===== config.mk =====
export PLATFORM = sky130hd
export DESIGN_NAME = fibo_bcd_converter_flat
export DESIGN_NICKNAME = d
export VERILOG_FILES = /design/src/rtl/fibo_bcd_if.sv /design/src/rtl/fibo_bcd_converter.sv /design/src/flat_wrapper.sv
export SDC_FILE = /design/constraint.sdc
export NUM_CORES = 1
export LEC_CHECK = 0
export CAP_MARGIN = 25
export CORE_ASPECT_RATIO = 0.75
export CORE_UTILIZATION = 54
export CTS_CLUSTER_DIAMETER = 200
export DETAILED_ROUTE_END_ITERATION = 8
export PLACE_DENSITY = 0.81
export SLEW_MARGIN = 10
export SYNTH_ARGS = -nofsm -noshare
export SYNTH_HDL_FRONTEND = slang
export SYNTH_SLANG_ARGS = --single-unit

===== constraint.sdc =====
create_clock -name clk -period 2.9 [get_ports clk]
set_input_delay 0.58 -clock clk [delete_from_list [all_inputs] [get_ports clk]]
set_output_delay 0.58 -clock clk [all_outputs]
set_load 0.02 [all_outputs]

===== src/rtl/fibo_bcd_if.sv =====
// Handshake bundle between the Fibonacci calculator, the BCD converter and the display stage.
// master: upstream/consumer side (drives start, value_in, bcd_ready).
// slave:  converter side (drives busy, bcd_valid, bcd_out).
interface fibo_bcd_if #(
  parameter int unsigned IN_WIDTH = 16,
  parameter int unsigned DIGITS   = 5
);
  logic                  start;
  logic [IN_WIDTH-1:0]   value_in;
  logic                  busy;
  logic                  bcd_valid;
  logic                  bcd_ready;
  logic [DIGITS*4-1:0]   bcd_out;

  modport master (
    output start, value_in, bcd_ready,
    input  busy, bcd_valid, bcd_out
  );

  modport slave (
    input  start, value_in, bcd_ready,
    output busy, bcd_valid, bcd_out
  );
endinterface


===== src/rtl/fibo_bcd_converter.sv =====
// Sequential double-dabble binary-to-BCD converter, one input bit per clock,
// with a valid/ready output handshake that holds the digits until accepted.
// Optional feature macro: LEADING_ZERO_BLANK_EN (leading zero digits shown as 4'hF).
module fibo_bcd_converter #(
  parameter int unsigned IN_WIDTH = 16,
  parameter int unsigned DIGITS   = 5
) (
  input  logic         clk,
  input  logic         reset,
  fibo_bcd_if.slave    bus
);

  localparam int unsigned BCD_W = DIGITS * 4;
  localparam int unsigned CNT_W = $clog2(IN_WIDTH + 1);

  typedef enum logic [1:0] {IDLE, SHIFT, HOLD} state_t;

  state_t              state_q, state_d;
  logic [IN_WIDTH-1:0] bin_q, bin_d;
  logic [BCD_W-1:0]    acc_q, acc_d;
  logic [CNT_W-1:0]    cnt_q, cnt_d;
  logic                busy_q, busy_d;
  logic                valid_q, valid_d;
  logic [BCD_W-1:0]    out_q, out_d;
  logic [BCD_W-1:0]    acc_adj;
  logic [BCD_W-1:0]    acc_shift;

  // Add 3 to every digit >= 5; 4-bit wrap, no carry between digits.
  function automatic logic [BCD_W-1:0] add3(input logic [BCD_W-1:0] acc);
    logic [BCD_W-1:0] r;
    r = acc;
    for (int unsigned i = 0; i < DIGITS; i++) begin
      if (acc[i*4 +: 4] >= 4'd5) r[i*4 +: 4] = acc[i*4 +: 4] + 4'd3;
    end
    return r;
  endfunction

  // Final presentation of the digits; digit 0 is never blanked.
  function automatic logic [BCD_W-1:0] fmt(input logic [BCD_W-1:0] acc);
    logic [BCD_W-1:0] r;
    r = acc;
`ifdef LEADING_ZERO_BLANK_EN
    begin
      logic lead;
      lead = 1'b1;
      for (int unsigned i = DIGITS - 1; i >= 1; i--) begin
        if (lead && (acc[i*4 +: 4] == 4'd0)) r[i*4 +: 4] = 4'hF;
        else                                 lead = 1'b0;
      end
    end
`endif
    return r;
  endfunction

  assign acc_adj   = add3(acc_q);
  assign acc_shift = {acc_adj[BCD_W-2:0], bin_q[IN_WIDTH-1]};

  // State and datapath registers.
  always_ff @(posedge clk or posedge reset) begin
    if (reset) begin
      state_q <= IDLE;
      bin_q   <= '0;
      acc_q   <= '0;
      cnt_q   <= '0;
      busy_q  <= 1'b0;
      valid_q <= 1'b0;
      out_q   <= '0;
    end else begin
      state_q <= state_d;
      bin_q   <= bin_d;
      acc_q   <= acc_d;
      cnt_q   <= cnt_d;
      busy_q  <= busy_d;
      valid_q <= valid_d;
      out_q   <= out_d;
    end
  end

  // Next-state, datapath step and registered-output next values.
  always_comb begin
    state_d = state_q;
    bin_d   = bin_q;
    acc_d   = acc_q;
    cnt_d   = cnt_q;
    valid_d = valid_q;
    out_d   = out_q;
    case (state_q)
      IDLE: begin
        if (bus.start) begin
          bin_d   = bus.value_in;
          acc_d   = '0;
          cnt_d   = CNT_W'(IN_WIDTH);
          state_d = SHIFT;
        end
      end
      SHIFT: begin
        acc_d = acc_shift;
        bin_d = bin_q << 1;
        cnt_d = cnt_q - CNT_W'(1);
        if (cnt_q == CNT_W'(1)) begin
          out_d   = fmt(acc_shift);
          valid_d = 1'b1;
          state_d = HOLD;
        end
      end
      HOLD: begin
        if (bus.bcd_ready) begin
          valid_d = 1'b0;
          state_d = IDLE;
        end
      end
      default: state_d = IDLE;
    endcase
    busy_d = (state_d != IDLE);
  end

  assign bus.busy      = busy_q;
  assign bus.bcd_valid = valid_q;
  assign bus.bcd_out   = out_q;

endmodule


===== src/flat_wrapper.sv =====
// flat-port wrapper written by rule: the top's interface ports become plain ports
module fibo_bcd_converter_flat 
#(
  parameter int unsigned IN_WIDTH = 16,
  parameter int unsigned DIGITS   = 5
)
  (clk, reset, bus_start, bus_value_in, bus_bcd_ready, bus_busy, bus_bcd_valid, bus_bcd_out);
  fibo_bcd_if #(.IN_WIDTH(IN_WIDTH), .DIGITS(DIGITS)) bus_i ();
  input  logic clk;
  input  logic reset;
  input wire logic [$bits(bus_i.start)-1:0] bus_start;
  input wire logic [$bits(bus_i.value_in)-1:0] bus_value_in;
  input wire logic [$bits(bus_i.bcd_ready)-1:0] bus_bcd_ready;
  output wire logic [$bits(bus_i.busy)-1:0] bus_busy;
  output wire logic [$bits(bus_i.bcd_valid)-1:0] bus_bcd_valid;
  output wire logic [$bits(bus_i.bcd_out)-1:0] bus_bcd_out;
  assign bus_i.start = bus_start;
  assign bus_i.value_in = bus_value_in;
  assign bus_i.bcd_ready = bus_bcd_ready;
  assign bus_busy = bus_i.busy;
  assign bus_bcd_valid = bus_i.bcd_valid;
  assign bus_bcd_out = bus_i.bcd_out;
  fibo_bcd_converter #(.IN_WIDTH(IN_WIDTH), .DIGITS(DIGITS)) u_core (.clk(clk), .reset(reset), .bus(bus_i));
endmodule

# [Word level (Yosys, flattened, before mapping)]
# Index checks and enable logic that the tools add are counted.
[word_totals] register_bits=65 inputBits=20 output_inout_bits=22 word_cells=49
[classes] n_addsub=6 magnitude_cmp=5 n_eq_ne=6 mux=18 n_reduce_logical=7
[ops] op="$pmux 20 s2" n=1
[ops] op="$pmux 16 s2" n=1
[ops] op="$ge 4x3->1 const B" n=5
[ops] op="$mux 20" n=1
[ops] op="$add 4x2->4 const B" n=4
[ops] op="$mux 16" n=1
[ops] op="$mux 4" n=4
[ops] op="$pmux 5 s2" n=1
[ops] op="$mux 2" n=3
[ops] op="$pmux 2 s3" n=1
[ops] op="$reduce_bool 2->1" n=3
[ops] op="$eq 5x1->1 const B" n=1
[ops] op="$mux 5" n=1
[ops] op="$sub 5x1->5 const B" n=1
[ops] op="$ne 2x2->1 const B" n=2
[ops] op="$reduce_and 2->1" n=2
[ops] op="$add 3x2->3 const B" n=1
[ops] op="$mux 3" n=1
[ops] op="$reduce_and 3->1" n=1
[ops] op="$eq 2x1->1 const B" n=1
[ops] op="$eq 2x2->1 const B" n=1
[ops] op="$logic_not 2->1" n=1
[ops] op="$mux 1" n=2
[ops] op="$ne 2x1->1 const B" n=1
[ops] op="$pmux 1 s2" n=1

# [Longest topological paths before layout]
# Gate-level depths: netlist of run 1.
[logic_depth] depth_word=4 depth_mapped=6 ltp_nobuf=6

# [Worst setup path before layout of run 1]
# No wires, ideal clock.
[synth_timing] path_kind="reg2reg" from="register u_core.acc_q[0]" to="register u_core.out_q[2] (netlist: u_core.bus.bcd_out[2])" arrival_time_ns=1.344 path_slack_ns=1.432 stages_incl_launch_ff=7 n_path_buf=0 synth_period_minus_slack_ns=1.468 path_cell_list="dfrtp_1 -> inv_1 -> ha_1 -> nand2b_1 -> a21oi_1 -> mux2i_1 -> mux2_2"
[synth_between] elab_chain_len=2
[synth_rtl] item="start, declared" line="fibo_bcd_converter.sv:20" rtl="logic [BCD_W-1:0] acc_q, acc_d;"
[synth_rtl] item="start signal, assigned" line="fibo_bcd_converter.sv:63" rtl="acc_q <= '0;"
[synth_rtl] item="start signal, assigned" line="fibo_bcd_converter.sv:71" rtl="acc_q <= acc_d;"
[synth_rtl] item="$add 4x2->4 / $ge 4x3->1 (equally long branches)" line="fibo_bcd_converter.sv:33" rtl="if (acc[i*4 +: 4] >= 4'd5) r[i*4 +: 4] = acc[i*4 +: 4] + 4'd3;"
[synth_rtl] item="$mux 4 *" line="fibo_bcd_converter.sv:33"
[synth_rtl] item="end signal, assigned" line="fibo_bcd_converter.sv:75" rtl="out_q <= out_d;"
[synth_rtl] item="end, declared" line="fibo_bcd_converter.sv:24" rtl="logic [BCD_W-1:0] out_q, out_d;"
# Every way passes the cells marked *; elsewhere a longest branch is shown, timed or not.
# A chain may end at the register's enable or synchronous reset.

# [Worst setup path in the final report of run 1]
[layout_timing] from="register u_core.state_q[1]" to="register u_core.cnt_q[3]"
[layout_between] elab_chain_len=3
[layout_rtl] item="start, declared" line="fibo_bcd_converter.sv:18" rtl="state_t state_q, state_d;"
[layout_rtl] item="start signal, assigned" line="fibo_bcd_converter.sv:69" rtl="state_q <= state_d;"
[layout_rtl] item="$eq 2x1->1 / $logic_not 2->1 (equally long branches)" line="fibo_bcd_converter.sv:87" rtl="case (state_q)"
[layout_rtl] item="$reduce_bool 2->1 (no line) / $ne 2x2->1 (equally long branches)"
[layout_rtl] item="$reduce_and 2->1 (no line)"
[layout_rtl] item="end signal, assigned" line="fibo_bcd_converter.sv:72" rtl="cnt_q <= cnt_d;"
[layout_rtl] item="end, declared" line="fibo_bcd_converter.sv:21" rtl="logic [CNT_W-1:0] cnt_q, cnt_d;"
# Several ways; a longest one is shown, not always the timed one.

==> results.toml, run 1 <==
[synthesis]
synth-warning-count = 0
synth_top_area_frac = 0.535
synth_top_cell_by_area = "dfrtp_1"
synthTopCellsByArea = "dfrtp_1 (54%), o21ai_0 (6.8%), ha_1 (4.9%)"
syn_avg_cell_area_um2 = 10.4
yosysMostFrequentCell = "dfrtp_1"
synth-seq-cells = 65
syn-num-nets = 325
synthFlopType = "dfrtp_1"
synth_edf_count = 0
synth_cell_types = 31
syn_inst = 293
yosysSeqAreaShare = 0.535
synth_area_mm2 = 0.00304
synth_commonest_cells = "dfrtp_1 (65), o21ai_0 (41), nand2_1 (40)"
ys_async_sr_fraction = 1.00

[route]
drcViolationCount = 0
dr.pass1.iters = 4
wl_per_cell_um = 14.8
drtIter0Drc = 155
viasPerCell = 5.54
final_antenna_net_count = 0
vias = 2301
routed_wl_um = 6160

[sta]
max_slew_margin = 0.556
fin_tns_setup_ns = 0
setup_viol = 0
rsz0062_at_grt = "false"
slew_violations = 0
period_share = 0.671
post-route-min-period_ns = 1.94
hold_viol = 0
tightest_slew_ns = 0.666
skew_ns = 0.00855
max_freq_mhz = 514
worst_slack_ns = 0.955

[clocking]
root_buffer = "clkbuf_8"
cts_tree = "done"
cts-resized-gates = 0
holdBufCountCts = 0
cts.sinks = 65
path_clk_slew_ns = 0.07
post_cts.repair.setup_buffers = 0
numCtsBuffers = 9
cts_buffer_depth = 2
worstSkewPairLatency_ns = 0.35
h-tree-depth = 3

[critical_path]
r2r-end = "u_core.cnt_q[3]"
crit_required_ns = 3.13
worstSetupEndpoint = "u_core.cnt_q[3]"
critPathArrivalTime_ns = 2.17
r2r-start = "u_core.state_q[1]"
r2r_cells = 4
startpoint_type = "register"
cp-end-kind = "register"
critical_path_class = "register to register"
cp_max_fo = 24
startpoint = "u_core.state_q[1]"
rrSetupSlack_ns = 0.96

[hold_path]
holdCritPathClass = "register to register"

[floorplanning]
die_w_um = 88.6
coreArea_mm2 = 0.00538
start_util = 0.565
die_y_um = 67.0
die_area_mm2 = 0.00594
ios = 42
fp-row-count = 23

[pwr]
p_per_area_mw_per_mm2 = 1180
power_frac_seq = 0.379
pwr-share-clk = 0.159
combPwrFrac = 0.462
p_int_uw = 2670
switchingPower_uw = 1730
switching_share = 0.394
vdd_drop_max_mv = 0.680
p_leak_uw = 0.00165

[finish]
area_growth_pct = 22.4
nFillCells = 417
antenna-diode-count = 0
nets = 368
final_util = 0.691
drive_gt1_frac = 0.106

[global_routing]
track_usage = 0.238
grt_pass1_wl_um = 10300
grt_pass1_vias = 2171
gr-total-overflow = 0
grt_start_max_net_pins = 44
antenna_found_initial = 0

[placed_design]
gp_congestion = 0.784
dp_slack_ns = 0.847
io_buffers = 41
dp_hpwl_um = 4200

[flow_run]
maxCapViolations = 0

[run_status]
outcome = "finished, final reports clean"
==> final cells by class <==
| type | instances | area [µm²] | share of cell area |
|---|---|---|---|
| timing repair buffer | 48 | 475 | 0.128 |
| inverter | 14 | 52.6 | 0.0141 |
| clock inverter | 2 | 12.5 | 0.00336 |
| sequential | 65 | 1630 | 0.437 |
| multi-input combinational | 198 | 1290 | 0.347 |
| clock buffer | 13 | 169 | 0.0454 |
| tap | 75 | 93.8 | 0.0252 |
==> cells by family (layout without fill, tap and decap cells) <==
| logic type | Yosys count | after routing | share of synthesized area |
|---|---|---|---|
| fa+ha+maj | 12 | 12 | 0.0494 |
| compound gates | 87 | 87 | 0.174 |
| simple gates | 77 | 77 | 0.125 |
| flops | 65 | 65 | 0.535 |
| buf+inv | 30 | 77 | 0.0416 |
| mux | 16 | 16 | 0.0572 |
| xor+xnor | 6 | 6 | 0.0173 |
==> cells in the final DEF, fill, tap and decap left out, types with 11 or more instances in the layout <==
master           synthesis  final
a22oi_1                 15     15
nand2_1                 40     40
clkdlybuf4s50_1          0     41
o21ai_0                 41     41
dfrtp_1                 65     65
ha_1                    12     12
a21oi_1                 14     14
a22o_1                  11     11
clkbuf_8                 0     12
mux2_2                  11     11
inv_1                   14     13
==> worst min path at each step <==
| stage | start | to | slack (ns) | depth (start not counted) |
|---|---|---|---|---|
| CTS | u_core.bus.bcd_out[7] | u_core.bus.bcd_out[7] | 0.48 | 2 |
| global route | u_core.bin_q[7] | u_core.bin_q[7] | 0.51 | 2 |
| floorplan | u_core.bin_q[10] | u_core.bin_q[10] | 0.45 | 2 |
| finish | u_core.bus.bcd_out[3] | u_core.bus.bcd_out[3] | 0.48 | 2 |
| global placement | u_core.bus.bcd_out[7] | u_core.bus.bcd_out[7] | 0.46 | 2 |
| detailed placement | u_core.bus.bcd_out[7] | u_core.bus.bcd_out[7] | 0.47 | 2 |
==> per-layer routing <==
metal	GRT usage	vias up	wire length (µm)	part of all wire
li1	-	1119	-	-
met1	0.307	1126	2850	0.46
met2	0.369	46	2940	0.48
met3	0.0830	10	272	0.044
met4	0.0887	0	93	0.015
met5	0	-	0	0
==> through the flow <==
step	total power [µW]	std cells	instance area [µm²]	hold WS, ns
2_1_floorplan	3040	293	3040	0.450
3_3_place_gp	3600	400	3540	0.460
3_5_place_dp	3720	400	3540	0.469
4_1_cts	4430	415	3720	0.485
5_1_grt	4730	415	3720	0.511
6_report	4400	415	3720	0.478
==> power by group through the flow <==
stage / Clock (µW) / Sequential (µW) / Combinational [µW]
6_report: 698 / 1670 / 2030
5_1_grt: 754 / 1720 / 2260
4_1_cts: 716 / 1660 / 2050
3_5_place_dp: 0 / 1670 / 2050
3_3_place_gp: 0 / 1650 / 1950
2_1_floorplan: 0 / 1760 / 1280
==> worst max-delay path: stages (launching register included) <==
cell and delay (ns):
dfrtp_1 0.63, nand2b_1 0.48, or4_1 0.52, o211ai_1 0.11
o21ai_1 0.09
==> sequential cells by signal, indices dropped and copies added, names as in the netlist <==
register / count
u_core.state_q: 2
u_core.bin_q: 16
u_core.bus.bcd_valid: 1
u_core.acc_q: 20
u_core.bus.bcd_out: 20
u_core.cnt_q: 5
u_core.bus.busy: 1
Power figures use the tool's default switching activity.
==> run 2: changes to the inputs <==
clock period = 1.93 ns   (was 2.9 ns; I/O delays follow)
==> run 2 against run 1 <==
  * Cell count grew 1.4%
  * Critical endpoint is now bus_bcd_out[5]
  * Sequential power grew 49%
  * Largest cell class unchanged
  * Sequential share of layout area shrank 1.1 points
  * Critical path type is now register to output port
  * Die area is the same
  * Cell area grew 2.5%
  * Register-to-register slack lost 0.73 ns
  * Via count grew 1.7%
  * Non-clock buffer count grew 6
  * Clock power grew 76%
  * Worst setup slack lost 0.73 ns
==> results.toml, run 2 (synthesized netlist as in run 1, its figures left out) <==
[critical_path]
path_delay_family = "buffers and inverters"
startpoint_type = "register"
r2r-start = "u_core.acc_q[12]"
r2r_cells = 6
critical_path_class = "register to output port"
rrSetupSlack_ns = 0.23
cp_max_fo = 2
critPathArrivalTime_ns = 1.32
worstPathCellList = "clkdlybuf4s50_1"
crit_slowest_cell = "clkdlybuf4s50_1"
path_buf_inv = 1
critPathMaxStageDelay_ns = 0.62
crit_required_ns = 1.54
r2r-end = "u_core.bus.bcd_out[14]"
cp-end-kind = "output port"

[global_routing]
grt_start_max_net_pins = 38
track_usage = 0.240
antenna_found_initial = 0
grt_pass1_vias = 2295
grt_pass1_wl_um = 10400
gr-total-overflow = 0

[route]
routed_wl_um = 6320
final_antenna_net_count = 0
drcViolationCount = 0
dr.pass1.iters = 4
vias = 2341
drtIter0Drc = 171
wl_per_cell_um = 15.0
viasPerCell = 5.56

[sta]
slew_violations = 0
post-route-min-period_ns = 1.71
holdWs_ns = 0.451
skew_ns = 0.0122
hold_viol = 0
max_freq_mhz = 586
worst_slack_ns = 0.222
tightest_slew_ns = 0.351
rsz0062_at_grt = "false"
setup_viol = 0
period_share = 0.885
max_slew_margin = 0.766
fin_tns_setup_ns = 0

[placed_design]
dp_slack_ns = 0.208
io_buffers = 41
gp_congestion = 0.763
dp_hpwl_um = 4280

[finish]
nFillCells = 408
area_growth_pct = 25.5
drive_gt1_frac = 0.124
mostFrequentLayoutCells = "dfrtp_1 (65), o21ai_0 (41), clkdlybuf4s50_1 (41), nand2_1 (40), a22oi_1 (15)"
final_common_cell = "dfrtp_1"
final_util = 0.709
nets = 374
antenna-diode-count = 0

[clocking]
worstSkewPairLatency_ns = 0.35
cts_buffer_depth = 2
root_buffer = "clkbuf_8"
holdBufCountCts = 0
cts_tree = "done"
cts-resized-gates = 0
cts.sinks = 65
path_clk_slew_ns = 0.07
post_cts.repair.setup_buffers = 0
h-tree-depth = 3
numCtsBuffers = 9

[pwr]
combPwrFrac = 0.459
p_leak_uw = 0.00169
pwr-share-clk = 0.179
switching_share = 0.385
switchingPower_uw = 2640
fin_total_pwr_uw = 6870
vdd_drop_max_mv = 0.896
p_int_uw = 4220
p_per_area_mw_per_mm2 = 1800
power_frac_seq = 0.362

[floorplanning]
die_w_um = 88.6
start_util = 0.565
die_area_mm2 = 0.00594
die_y_um = 67.0
coreArea_mm2 = 0.00538
fp-row-count = 23
ios = 42

[flow_run]
maxCapViolations = 0

[hold_path]
holdCritPathClass = "input port to async pin"

[run_status]
outcome = "finished, final reports clean"
## run 2: power by group through the flow
| stage | clock network [µW] | registers, µW | logic [µW] |
|---|---|---|---|
| after floorplan | 0 | 2640 | 1920 |
| after global placement | 0 | 2470 | 2990 |
| after detailed placement | 0 | 2490 | 3140 |
| after CTS | 1250 | 2480 | 3180 |
| after global routing | 1310 | 2570 | 3500 |
| final | 1230 | 2490 | 3150 |
## run 2: final cells by class
class	instances	area, µm²	area share
clock buffer	13	179	0.0469
clock inverter	2	35.0	0.00919
inverter	14	56.3	0.0148
multi-input combinational	198	1290	0.338
sequential	65	1630	0.427
tap	75	93.8	0.0246
timing repair buffer	54	533	0.140
## run 2: metrics by stage
stage                     instances  cell area [µm²]
after global routing            421             3810
after global placement          406             3600
after CTS                       421             3810
after floorplan                 293             3040
final                           421             3810
after detailed placement        406             3600
## run 2: routing by layer
metal,up-vias,part of all wire,GRT usage
li1,1126,-,-
met1,1156,0.46,0.301
met2,48,0.48,0.377
met3,11,0.046,0.0954
met4,0,0.016,0.0806
met5,-,0,0
## run 2: how the worst max path moves through the flow
stage | start | to | slack [ns] | cells after the start
2_1_floorplan | u_core.acc_q[0] | u_core.bus.bcd_out[2] | 0.46 | 6
3_3_place_gp | bus_start | u_core.cnt_q[4] | 0.30 | 5
3_5_place_dp | bus_start | u_core.cnt_q[4] | 0.21 | 5
4_1_cts | u_core.bus.bcd_out[5] | bus_bcd_out[5] | 0.19 | 1
5_1_grt | u_core.acc_q[12] | u_core.bus.bcd_out[14] | 0.11 | 6
6_report | u_core.bus.bcd_out[5] | bus_bcd_out[5] | 0.22 | 1
